==> src/rtl/com_send_if.sv <==
// -----------------------------------------------------------------------------
// com_send_if
//   Byte-wide link between the frame transmitter and the link transmitter.
//   tx_data  : byte being offered
//   tx_valid : tx_data is valid
//   tx_ready : link transmitter accepts the byte this cycle
//   A byte transfers on every cycle where tx_valid & tx_ready.
//   master : frame source (drives data/valid)
//   slave  : link transmitter (drives ready)
// -----------------------------------------------------------------------------
interface com_send_if;
   logic [7:0] tx_data;
   logic       tx_valid;
   logic       tx_ready;

   modport master (
      output tx_data,
      output tx_valid,
      input  tx_ready
   );

   modport slave (
      input  tx_data,
      input  tx_valid,
      output tx_ready
   );
endinterface

==> src/rtl/com_send.sv <==
// -----------------------------------------------------------------------------
// com_send
//   Framing transmitter. On a send request it emits
//     SYNC0, SYNC1, {btype, dlen[11:8]}, dlen[7:0], dlen payload bytes, checksum
//   The payload is read from the shared sample RAM starting at addr_init
//   (address wraps mod 4096). The checksum is the mod-256 sum of the header
//   type/length bytes and all payload bytes. A byte left unaccepted for
//   TX_TIMEOUT stall cycles aborts the frame with a one-cycle fd_txer pulse;
//   a still-pending request then restarts the whole frame.
//
// Ports
//   clk        : clock
//   rst        : asynchronous active-low reset
//   fs_send    : send request level (held until done/error)
//   fd_send    : frame complete, held until fs_send drops
//   fd_txer    : one-cycle pulse, frame aborted on timeout
//   btype      : packet type, sampled at frame start
//   addr_init  : first payload RAM address, sampled at frame start
//   dlen       : payload length in bytes, sampled at frame start
//   ram_addr   : RAM read address (RAM data returns one cycle later)
//   ram_rxd    : RAM read data
//   tx         : byte link (master side)
// -----------------------------------------------------------------------------
module com_send #(
   parameter logic [15:0] TX_TIMEOUT = 16'd50000,
   parameter logic [7:0]  SYNC0      = 8'h55,
   parameter logic [7:0]  SYNC1      = 8'hAA
) (
   input  logic              clk,
   input  logic              rst,
   input  logic              fs_send,
   output logic              fd_send,
   output logic              fd_txer,
   input  logic [3:0]        btype,
   input  logic [11:0]       addr_init,
   input  logic [11:0]       dlen,
   output logic [11:0]       ram_addr,
   input  logic [7:0]        ram_rxd,
   com_send_if.master        tx
);

   typedef enum logic [2:0] {
      IDLE  = 3'd0,
      HEAD  = 3'd1,
      RADDR = 3'd2,
      RWAIT = 3'd3,
      DATA  = 3'd4,
      SUM   = 3'd5,
      DONE  = 3'd6
   } state_t;

   state_t      state_reg, state_next;
   logic [3:0]  btype_reg, btype_next;
   logic [11:0] dlen_reg, dlen_next;
   logic [11:0] remain_reg, remain_next;   // payload bytes still to send
   logic [11:0] addr_reg, addr_next;       // doubles as ram_addr
   logic [1:0]  hcnt_reg, hcnt_next;       // header byte index
   logic [7:0]  sum_reg, sum_next;
   logic [15:0] tmo_reg, tmo_next;
   logic [7:0]  tx_data_reg, tx_data_next;
   logic        tx_valid_reg, tx_valid_next;
   logic        fd_send_reg, fd_send_next;
   logic        fd_txer_reg, fd_txer_next;

   logic        accept;
   logic        stall;
   logic        timeout_hit;
   logic [7:0]  sum_plus;

   // Header byte table, indexed by the header byte counter.
   function automatic logic [7:0] hdr_byte(input logic [1:0]  idx,
                                           input logic [3:0]  bt,
                                           input logic [11:0] len);
      case (idx)
         2'd0:    hdr_byte = SYNC0;
         2'd1:    hdr_byte = SYNC1;
         2'd2:    hdr_byte = {bt, len[11:8]};
         default: hdr_byte = len[7:0];
      endcase
   endfunction

   assign accept      = tx_valid_reg & tx.tx_ready;
   assign stall       = tx_valid_reg & ~tx.tx_ready;
   // Abort only if the byte is still refused in the cycle the limit is
   // reached; a late accept in that cycle wins.
   assign timeout_hit = stall & (tmo_reg == TX_TIMEOUT);
   // Running checksum including the byte currently on the link. Used both to
   // accumulate on accept and to present the checksum with no bubble.
   assign sum_plus    = sum_reg + tx_data_reg;

   // -------------------------------------------------------------------------
   // State / output registers
   // -------------------------------------------------------------------------
   always_ff @(posedge clk or negedge rst) begin
      if (!rst) begin
         state_reg    <= IDLE;
         btype_reg    <= 4'h0;
         dlen_reg     <= 12'h000;
         remain_reg   <= 12'h000;
         addr_reg     <= 12'h000;
         hcnt_reg     <= 2'd0;
         sum_reg      <= 8'h00;
         tmo_reg      <= 16'h0000;
         tx_data_reg  <= 8'h00;
         tx_valid_reg <= 1'b0;
         fd_send_reg  <= 1'b0;
         fd_txer_reg  <= 1'b0;
      end else begin
         state_reg    <= state_next;
         btype_reg    <= btype_next;
         dlen_reg     <= dlen_next;
         remain_reg   <= remain_next;
         addr_reg     <= addr_next;
         hcnt_reg     <= hcnt_next;
         sum_reg      <= sum_next;
         tmo_reg      <= tmo_next;
         tx_data_reg  <= tx_data_next;
         tx_valid_reg <= tx_valid_next;
         fd_send_reg  <= fd_send_next;
         fd_txer_reg  <= fd_txer_next;
      end
   end

   // -------------------------------------------------------------------------
   // Next-state and next-output logic
   // -------------------------------------------------------------------------
   always_comb begin
      state_next    = state_reg;
      btype_next    = btype_reg;
      dlen_next     = dlen_reg;
      remain_next   = remain_reg;
      addr_next     = addr_reg;
      hcnt_next     = hcnt_reg;
      sum_next      = sum_reg;
      tx_data_next  = tx_data_reg;
      tx_valid_next = tx_valid_reg;
      fd_send_next  = fd_send_reg;
      fd_txer_next  = 1'b0;
      // Stall counter: counts refused cycles, clears on accept or when idle.
      tmo_next      = stall ? (tmo_reg + 16'd1) : 16'h0000;

      if (timeout_hit) begin
         state_next    = IDLE;
         tx_valid_next = 1'b0;
         fd_txer_next  = 1'b1;
         tmo_next      = 16'h0000;
      end else begin
         case (state_reg)
            IDLE: begin
               fd_send_next = 1'b0;
               if (fs_send) begin
                  btype_next  = btype;
                  dlen_next   = dlen;
                  remain_next = dlen;
                  addr_next   = addr_init;
                  hcnt_next   = 2'd0;
                  sum_next    = 8'h00;
                  state_next  = HEAD;
               end
            end

            HEAD: begin
               if (!tx_valid_reg) begin
                  tx_data_next  = hdr_byte(hcnt_reg, btype_reg, dlen_reg);
                  tx_valid_next = 1'b1;
               end else if (accept) begin
                  // Only the type/length bytes enter the checksum.
                  if (hcnt_reg[1]) begin
                     sum_next = sum_plus;
                  end
                  if (hcnt_reg == 2'd3) begin
                     hcnt_next = 2'd0;
                     if (dlen_reg != 12'h000) begin
                        tx_valid_next = 1'b0;
                        state_next    = RADDR;
                     end else begin
                        tx_data_next  = sum_plus;
                        state_next    = SUM;
                     end
                  end else begin
                     hcnt_next    = hcnt_reg + 2'd1;
                     tx_data_next = hdr_byte(hcnt_reg + 2'd1, btype_reg, dlen_reg);
                  end
               end
            end

            // ram_addr already carries the current address here; the RAM
            // answers during RWAIT.
            RADDR: begin
               state_next = RWAIT;
            end

            RWAIT: begin
               tx_data_next  = ram_rxd;
               tx_valid_next = 1'b1;
               state_next    = DATA;
            end

            DATA: begin
               if (accept) begin
                  sum_next    = sum_plus;
                  addr_next   = addr_reg + 12'd1;
                  remain_next = remain_reg - 12'd1;
                  if (remain_reg == 12'd1) begin
                     tx_data_next = sum_plus;
                     state_next   = SUM;
                  end else begin
                     tx_valid_next = 1'b0;
                     state_next    = RADDR;
                  end
               end
            end

            SUM: begin
               if (accept) begin
                  tx_valid_next = 1'b0;
                  fd_send_next  = 1'b1;
                  state_next    = DONE;
               end
            end

            DONE: begin
               // Wait for the request to drop so one request gives one frame.
               if (!fs_send) begin
                  fd_send_next = 1'b0;
                  state_next   = IDLE;
               end
            end

            default: begin
               tx_valid_next = 1'b0;
               fd_send_next  = 1'b0;
               state_next    = IDLE;
            end
         endcase
      end
   end

   assign fd_send     = fd_send_reg;
   assign fd_txer     = fd_txer_reg;
   assign ram_addr    = addr_reg;
   assign tx.tx_data  = tx_data_reg;
   assign tx.tx_valid = tx_valid_reg;

endmodule

==> src/flat_wrapper.sv <==
// flat-port wrapper written by rule: the top's interface ports become plain ports
module com_send_flat 
#(
   parameter logic [15:0] TX_TIMEOUT = 16'd50000,
   parameter logic [7:0]  SYNC0      = 8'h55,
   parameter logic [7:0]  SYNC1      = 8'hAA
)
  (clk, rst, fs_send, fd_send, fd_txer, btype, addr_init, dlen, ram_addr, ram_rxd, tx_tx_data, tx_tx_valid, tx_tx_ready);
  com_send_if tx_i ();
  input  logic clk;
  input  logic rst;
  input  logic fs_send;
  output logic fd_send;
  output logic fd_txer;
  input  logic [3:0] btype;
  input  logic [11:0] addr_init;
  input  logic [11:0] dlen;
  output logic [11:0] ram_addr;
  input  logic [7:0] ram_rxd;
  output wire logic [$bits(tx_i.tx_data)-1:0] tx_tx_data;
  output wire logic [$bits(tx_i.tx_valid)-1:0] tx_tx_valid;
  input wire logic [$bits(tx_i.tx_ready)-1:0] tx_tx_ready;
  assign tx_tx_data = tx_i.tx_data;
  assign tx_tx_valid = tx_i.tx_valid;
  assign tx_i.tx_ready = tx_tx_ready;
  com_send #(.TX_TIMEOUT(TX_TIMEOUT), .SYNC0(SYNC0), .SYNC1(SYNC1)) u_core (.clk(clk), .rst(rst), .fs_send(fs_send), .fd_send(fd_send), .fd_txer(fd_txer), .btype(btype), .addr_init(addr_init), .dlen(dlen), .ram_addr(ram_addr), .ram_rxd(ram_rxd), .tx(tx_i));
endmodule
==> config.mk <==
export PLATFORM = sky130hd
export DESIGN_NAME = com_send_flat
export DESIGN_NICKNAME = d
export VERILOG_FILES = /design/src/rtl/com_send_if.sv /design/src/rtl/com_send.sv /design/src/flat_wrapper.sv
export SDC_FILE = /design/constraint.sdc
export NUM_CORES = 1
export LEC_CHECK = 0
export ABC_CLOCK_PERIOD_IN_PS = 4900
export CAP_MARGIN = 10
export CELL_PAD_IN_SITES_DETAIL_PLACEMENT = 0
export CELL_PAD_IN_SITES_GLOBAL_PLACEMENT = 1
export CORE_MARGIN = 2
export CORE_UTILIZATION = 40
export DETAILED_ROUTE_END_ITERATION = 6
export GPL_TIMING_DRIVEN = 0
export HOLD_SLACK_MARGIN = 0.06
export PLACE_DENSITY = 0.83
export SYNTH_ARGS = -nofsm -noshare
export SYNTH_HDL_FRONTEND = slang
export SYNTH_SLANG_ARGS = --single-unit
==> constraint.sdc <==
create_clock -name clk -period 4.9 [get_ports clk]
set_clock_uncertainty 0.2 [all_clocks]
set_input_delay 0.98 -clock clk [delete_from_list [all_inputs] [get_ports clk]]
set_output_delay 0.98 -clock clk [all_outputs]
set_load 0.02 [all_outputs]
======== After elaboration in Yosys (flattened, before gate mapping) ========
Index checks and enable logic that the tools add are counted.
cells by class
  add/subtract/negate cells ............... 5
  multiply operators ...................... 0
  div/mod/pow operators ................... 0
  magnitude comparators ................... 0
  equality and inequality tests ........... 32
  shift-type cells ........................ 0
  muxes and demuxes ....................... 52
  bitwise operators ....................... 6
  reduce and logical (&&, ||, !) cells .... 18
operator list
  operator                                               number
  case mux 8 bit (3 select lines)                        4
  2-to-1 mux 8 bit                                       11
  2-to-1 mux 12 bit                                      4
  case mux 12 bit (2 select lines)                       2
  2-to-1 mux 16 bit                                      2
  2-to-1 mux 3 bit                                       10
  case mux 3 bit (7 select lines)                        1
  adder 16 x 1 -> 16 bit, second input constant          1
  equality test 16 bit, second input constant            1
  inequality test 3 x 1 -> 1 bit, second input constant  5
  inequality test 2 x 1 -> 1 bit, second input constant  7
  AND reduction 7 bit                                    2
  adder 12 x 1 -> 12 bit, second input constant          1
  equality test 12 x 1 -> 1 bit, second input constant   1
  AND reduction 4 bit                                    3
  nonzero test 12 bit                                    1
  subtractor 12 x 1 -> 12 bit, second input constant     1
  2-to-1 mux 1 bit                                       11
  equality test 3 bit, second input constant             3
  inequality test 3 x 2 -> 1 bit, second input constant  3
  adder 8 bit                                            1
  2-to-1 mux 2 bit                                       4
  equality test 2 bit, second input constant             3
  equality test 3 x 2 -> 1 bit, second input constant    2
  20 further kinds                                       29
storage, ports and cells
  flip-flop bits (word level) ............. 80
  bits in latches ......................... 0
  memory bits (writable) .................. 0
  ROM bits ................................ 0
  input port bits ......................... 40
  output and inout bits ................... 23
  logic and storage cells ................. 125
  memories ................................ 0

======== Depth between registers and ports, before layout ========
Gate-level depths: netlist of the first run.
  depth in word-level cells ............... 7
  depth in mapped cells ................... 8
  gate-level depth less buffers ........... 8

======== Worst setup path after synthesis of the first run ========
No wires, ideal clock.
  path kind ............................... in2reg
  from .................................... input port tx_tx_ready
  to ...................................... register u_core.btype_reg[0]
  library setup time ...................... 0.125 ns
  arrival ................................. 2.545 ns
  data required time ...................... 4.575 ns
  path slack .............................. 2.030 ns
  stages on the path ...................... 7
  buffers on the path ..................... 2
  cell sequence ........................... buf_2 > nor2b_1 > nor4b_2 > nand2_2 > nand3_4 > buf_6 > mux2_2
on the way
  cells in the longest elaborated chain, start to end .. 5
RTL lines
  what                           line                RTL
  start, declared                flat_wrapper.sv:22  input wire logic [$bits(tx_i.tx_ready)-1:0] tx_tx_ready;
  NOT 1 bit                      com_send.sv:83      assign stall = tx_valid_reg & ~tx.tx_ready;
  bitwise AND 1 bit              com_send.sv:83
  bitwise AND 1 bit              com_send.sv:86      assign timeout_hit = stall & (tmo_reg == TX_TIMEOUT);
  NOT 1 bit (no line)            n/a
  AND reduction 3 bit (no line)  n/a
  end signal, assigned           com_send.sv:110     btype_reg <= btype_next;
  end, declared                  com_send.sv:53      logic [3:0] btype_reg, btype_next;
Every way passes these cells.
A chain may end at the register's enable or synchronous reset.

======== Worst setup path after layout of the first run ========
  from .................................... input port fs_send
  to ...................................... register u_core.addr_reg[1], in the netlist u_core.ram_addr[1]
on the way
  cells in the longest elaborated chain, start to end .. 2
RTL lines
  what                             line                RTL
  start, declared                  flat_wrapper.sv:12  input logic fs_send;
  inequality test 2 bit (no line)  n/a
  AND reduction 4 bit (no line)    n/a
  end signal, assigned             com_send.sv:113     addr_reg <= addr_next;
  end, declared                    com_send.sv:56      logic [11:0] addr_reg, addr_next;
Every way passes these cells.

==> results of run 1 <==
[layout by cell type, fill, tap and decap left out, types with 5 or more instances in the layout]
| cell type | synthesis | routed |
|---|---|---|
| dfrtp_1 | 80 | 80 |
| o22ai_1 | 6 | 6 |
| and3_1 | 8 | 8 |
| a311oi_1 | 5 | 5 |
| nor3_1 | 13 | 13 |
| o211ai_1 | 7 | 7 |
| inv_1 | 18 | 18 |
| nor4_1 | 8 | 8 |
| a31oi_1 | 11 | 11 |
| a22oi_1 | 6 | 6 |
| mux2_2 | 16 | 16 |
| a21oi_1 | 50 | 50 |
| mux2_4 | 5 | 5 |
| clkdlybuf4s50_1 | 0 | 60 |
| nor2_1 | 45 | 45 |
| ha_1 | 18 | 18 |
| a211oi_1 | 12 | 12 |
| nand3_1 | 19 | 19 |
| nand2b_1 | 7 | 7 |
| a2111oi_0 | 5 | 5 |
| a211o_1 | 6 | 6 |
| clkbuf_1 | 18 | 20 |
| clkbuf_16 | 0 | 9 |
| xor2_1 | 7 | 7 |
| o21ai_0 | 44 | 44 |
| nand2_1 | 59 | 59 |
| nor2b_1 | 11 | 11 |
| xnor2_1 | 10 | 10 |
| buf_2 | 12 | 12 |
[worst register-to-register path: cells and delay by family (launching register included)]
| kind | cells | cell delay (ps) |
|---|---|---|
| AOI/OAI and AO/OA | 1 | 520 |
| buffers and inverters | 1 | 150 |
| DFF | 1 | 450 |
| muxes | 1 | 300 |
| and+or+nand+nor | 3 | 1160 |
[final cells by class]
class                      count  area [µm²]
timing repair buffer          62       635.6
fill                        1261        6316
clock buffer                  11       232.7
inverter                      18       67.56
multi-input combinational    459        3018
clock inverter                 5       81.33
tap                          172       215.2
sequential                    80        2002
buffer                        33       153.9
[per-layer routing]
layer	up-vias	track usage (%)
met5	-	0
met4	0	8.110
met3	31	4.730
met2	192	37.17
met1	2418	27.82
li1	2346	-
[logic make-up after synthesis]
family,after synthesis,synth area share (%)
adder cells (fa/ha/maj),19,4.679
flip-flops,80,38.20
AO/OA/AOI/OAI,194,24.49
buffers and inverters,51,4.225
AND/OR/NAND/NOR,206,20.29
multiplexers,23,5.276
XOR/XNOR,17,2.841
[stage by stage]
stage / hold WS, ps / setup WS, ps
global route: 307.0 / 1449
floorplan: 252.6 / 2030
global placement: 263.7 / -353.9
detailed placement: 271.1 / 1249
CTS: 284.9 / 1609
finish: 283.7 / 1592
[power by group]
| part | leakage (nW) | internal (mW) | switching [mW] |
|---|---|---|---|
| clock network | 0.150 | 0.447 | 0.277 |
| registers | 0.996 | 0.922 | 0.292 |
| logic | 1.43 | 0.997 | 1.30 |
[worst paths after layout]
check | from | endpoint | slack, ps
max in group asynchronous | rst | u_core.ram_addr[9] | 3520
setup / recovery | fs_send | u_core.ram_addr[1] | 1590
hold reg to reg | u_core.sum_reg[2] | u_core.sum_reg[2] | 280
min in group asynchronous | rst | u_core.fd_txer | 380
hold / removal | u_core.sum_reg[2] | u_core.sum_reg[2] | 280
setup reg to reg | u_core.remain_reg[4] | u_core.tx.tx_data[0] | 2000
==> metrics, run 1 <==
status finished clean; drt initial violations approximately 380; worst r2r path cells 6; share of cells above drive strength 1 9.581%; global-route wire length before repair 24980 µm; placed cells around 820; die width around 120 µm; Ant. Diodes 0; initial core utilization a little over 40%; Max H-tree Level 3; clock buffer depth 2; metal2 WL between 7000 and 8000 µm; Yosys top cell by area dfrtp_1; number of global-route vias before repair between 4000 and 5000; global-route congestion overflow total 0; Final ANT Viol Nets 0; worst hold stages 2; power density over the cells 661.0 mW/mm²; dominant cells by area after synthesis dfrtp_1 (38%), a21oi_1 (4.8%), ha_1 (4.3%); clock sinks 80; CP peak stage delay about 750 ps; syn avg cell area around 8.9 µm²; cell-by-cell trace of the critical path clkdlybuf4s50_1 > nor2b_1 > a31oi_1 > a2111oi_2 > clkbuf_1 > a31oi_1; Post-CTS Hold Fix Bufs 0; worst-margin pin slew around 800 ps; critical path type input port to flip-flop; Synth async-reset ratio 100.0%; via count 4987; GRT Total Usage between 20 and 25%; Crit path depth 6; Critical-path top delay cell a2111oi_2; # resized after CTS 0; antenna violations before repair 0; setup repair after global routing missed its margin false; Final nets about 720; row count 41; Finished Layout Cells 840; number of flops mapped to enable cells by yosys 0; cell family with most CP delay buffers and inverters; Req. time, crit path 4900 ps; Post-Syn Nets about 650; final-report hold violation count 0; Placed Instance Area 0.006092 mm²; Cells after Synth between 500 and 600; fin util between 50 and 60%; Setup crit start kind input port; # IOs 63; routed length on met3 about 900 µm; vias per cell slightly below 6; Final period util slightly below 70%; Area Growth Syn to Fin 22.22%; Max Fanout on Critical Path 10; Final setup viols 0; Yosys reg bits 80; Worst Hold Class flip-flop to flip-flop; routed len/inst 18.29 µm; Placer Congestion slightly above 0.9; DPL Wire Length ~11000 µm; Pins Over Slew Limit 0; Yosys top cell area share between 30% and 40%; Max-slew headroom a little under half; WP buf/inv 2; WL met1 about 6700 µm; count of maximum capacitance violations 0; Power, Total ~4.2 mW; die area approximately 0.014 mm²; die height 118.5 µm; Final min period 3308 ps; post-CTS setup repair buffer count 0; Reg clk slew, reported paths 60 ps; most common library cells after synthesis dfrtp_1 (80), nand2_1 (59), a21oi_1 (50); first drt pass iteration count 7; number of distinct library cells after synthesis ~70; Main synth FF type dfrtp_1; LEAKAGE between 2 and 3 nW; peak supply drop 0.2679 mV; drc violations 0; element type at the critical path end flip-flop; post-synthesis cell area approximately 0.0052 mm²; cts bufs inserted 9; routed wire length between 15000 and 20000 µm; Max Used Layer met4; I/O Buffers 61; Root Driver clkbuf_16; largest net degree at the start of global routing slightly below 50; sequential-to-total area share from yosys stat roughly two fifths; core area ~0.013 mm²; top-count cell post-synth dfrtp_1; Setup TNS Final 0 ps; fmax slightly above 300 MHz; max FFs per register 16; CTS tree done; WP data arrival 3310 ps; Design Area, Final 0.006406 mm²; cell mode on critical path a31oi_1; Ys Warns 0; Worst-Skew Late Latency 350 ps
No activity file was read; power rests on OpenSTA's default activity.
==> run 2: changes to the inputs <==
ABC_CLOCK_PERIOD_IN_PS = 3000   (was 4900)
CORE_UTILIZATION = 39   (was 40)
PLACE_DENSITY = 0.84   (was 0.83)
clock period = 3 ns   (was 4.9 ns; I/O delays follow)
==> metrics, run 2 (synthesis gave the netlist of run 1 again) <==
Design Area, Final 0.006387 mm² (was 0.006406 mm²); WP buf/inv 1 (was 2); Max-slew headroom 46.73% (was 45.23%); global-route congestion overflow total 0 (unchanged); element type at the critical path end flip-flop (unchanged); number of global-route vias before repair 4802 (was 4882); final-report hold violation count 0 (unchanged); cell-by-cell trace of the critical path nor4_1 > nand3_1 > a211oi_2 > and2_1 > buf_6 > mux2_4 (was clkdlybuf4s50_1 > nor2b_1 > a31oi_1 > a2111oi_2 > clkbuf_1 > a31oi_1); Pins Over Slew Limit 0 (unchanged); cell family with most CP delay simple AND/OR/NAND/NOR gates (was buffers and inverters); Worst Hold Class flip-flop to flip-flop (unchanged); Setup crit start kind flip-flop (was input port); Final period util 96.75%; share of cells above drive strength 1 9.417% (was 9.581%); antenna violations before repair 0 (unchanged); clock sinks 80 (unchanged); row count 42 (was 41); CP peak stage delay 640 ps (was 750 ps); WP data arrival 2930 ps (was 3310 ps); routed wire length 15110 µm (was 15370 µm); vias per cell 5.879 (was 5.937); status finished clean (unchanged); global-route wire length before repair 24670 µm (was 24980 µm); Area Growth Syn to Fin 21.87% (was 22.22%); LEAKAGE 2.558 nW (was 2.573 nW); Final ANT Viol Nets 0 (unchanged); Max Fanout on Critical Path 7 (was 10); DPL Wire Length 11240 µm (was 11360 µm); Final nets 723 (was 722); core area 0.01319 mm² (was 0.01272 mm²); peak supply drop 0.4258 mV (was 0.2679 mV); first drt pass iteration count 5 (was 7); via count 4968 (was 4987); Post-Place Setup Slack -280.1 ps (was 1249 ps); cts bufs inserted 9 (unchanged); drc violations 0 (unchanged); die width 119.9 µm (was 118.5 µm); initial core utilization 39.74% (was 41.20%); drt initial violations 379 (was 383); routed len/inst 17.88 µm (was 18.29 µm); GRT Total Usage 21.60% (was 22.07%); Placed Instance Area 0.006097 mm² (was 0.006092 mm²); Final min period 2902 ps; Placer Congestion 0.9176 (was 0.9050); fin util 48.43% (was 50.35%); most common cell after layout, fill and taps aside dfrtp_1 (unchanged); I/O Buffers 61 (unchanged); setup repair after global routing missed its margin false (unchanged); fmax roughly 340 MHz; Ant. Diodes 0 (unchanged); worst hold slack 287.0 ps (was 283.7 ps); die area 0.01438 mm² (was 0.01404 mm²); die height 119.9 µm (was 118.5 µm); Setup TNS Final 0 ps (unchanged); Root Driver clkbuf_16 (unchanged); Critical-path top delay cell nor4_1 (was a2111oi_2); max FFs per register 16 (unchanged); clock buffer depth 2 (unchanged); count of maximum capacitance violations 0 (unchanged); Req. time, crit path 3030 ps (was 4900 ps); largest net degree at the start of global routing 49 (unchanged); Reg clk slew, reported paths 60 ps (about the same); fillers 1257 (was 1261); worst-margin pin slew 779.0 ps (was 800.8 ps); Max H-tree Level 3 (unchanged); CTS tree done (unchanged); power density over the cells 1055 mW/mm² (was 661.0 mW/mm²); critical path type flip-flop to flip-flop (was input port to flip-flop); # IOs 63 (unchanged); most frequent cells in the layout dfrtp_1 (80), clkdlybuf4s50_1 (60), nand2_1 (59) (unchanged); Worst-Skew Late Latency 340 ps (was 350 ps); Final setup viols 0 (unchanged); final worst slack 97.59 ps (was 1592 ps)
==> run 2: cell types whose count changed in the layout (fill, tap and decap cells not counted), sizes merged <==
cell         change
dlygate4sd3      +1
clkbuf           +2
bufinv           -2
==> run 2: through the flow <==
stage	power, mW	cells
after floorplan	4.493	590
after global placement	5.562	827
after detailed placement	5.664	828
after CTS	6.710	845
after global routing	7.247	845
final	6.736	845
==> run 2: layer usage <==
metal / wire length (µm) / global-route usage, % / up-vias
met1: 6744 / 28.65 / 2389
met5: 0 / 0 / -
met4: 285 / 6.471 / 0
met2: 7175 / 35.16 / 197
met3: 906 / 4.943 / 25
li1: - / - / 2357
==> run 2: area by class of cell <==
cell class	count	area, µm²	share of cell area (%)
clock inverters	3	17.52	0.2742
multi-input cells	459	3030	47.44
inverters	18	67.56	1.058
well taps	176	220.2	3.448
clock buffers	13	250.2	3.918
plain buffers	33	153.9	2.409
repair buffers	63	645.6	10.11
flip-flops and latches	80	2002	31.34
==> run 2: path summary, 6_finish.rpt <==
kind | startpoint | to | slack (ps) | cells after the start
hold / removal | u_core.sum_reg[6] | u_core.sum_reg[6] | 290 | 2
hold reg to reg | u_core.sum_reg[6] | u_core.sum_reg[6] | 290 | 2
max in group asynchronous | rst | u_core.ram_addr[1] | 1450 | 3
setup reg to reg | u_core.remain_reg[4] | u_core.tx.tx_data[4] | 100 | 6
setup / recovery | u_core.remain_reg[4] | u_core.tx.tx_data[4] | 100 | 6
min in group asynchronous | rst | u_core.fd_txer | 550 | 2
==> run 2: worst register-to-register path: stages (launching register included) <==
cell and delay, ps:
dfrtp_1 440, nor4_1 640, nand3_1 330, a211oi_2 520, and2_1 210, buf_6 150, mux2_4 300
==> run 2: timing repair <==
| action | CTS | global route |
|---|---|---|
| setup buffers | 0 | 0 |
| endpoints found under the hold margin | 32 | 0 |
| resized for setup | 0 | 1 |
| endpoints found under the setup margin | 0 | 10 |
| hold buffers | 1 | 0 |
==> run 2: power by group <==
part / total, mW / switching, mW / internal [mW]
Clock: 1.01 / 0.429 / 0.581
Sequential: 1.98 / 0.468 / 1.51
Combinational: 3.75 / 2.12 / 1.64
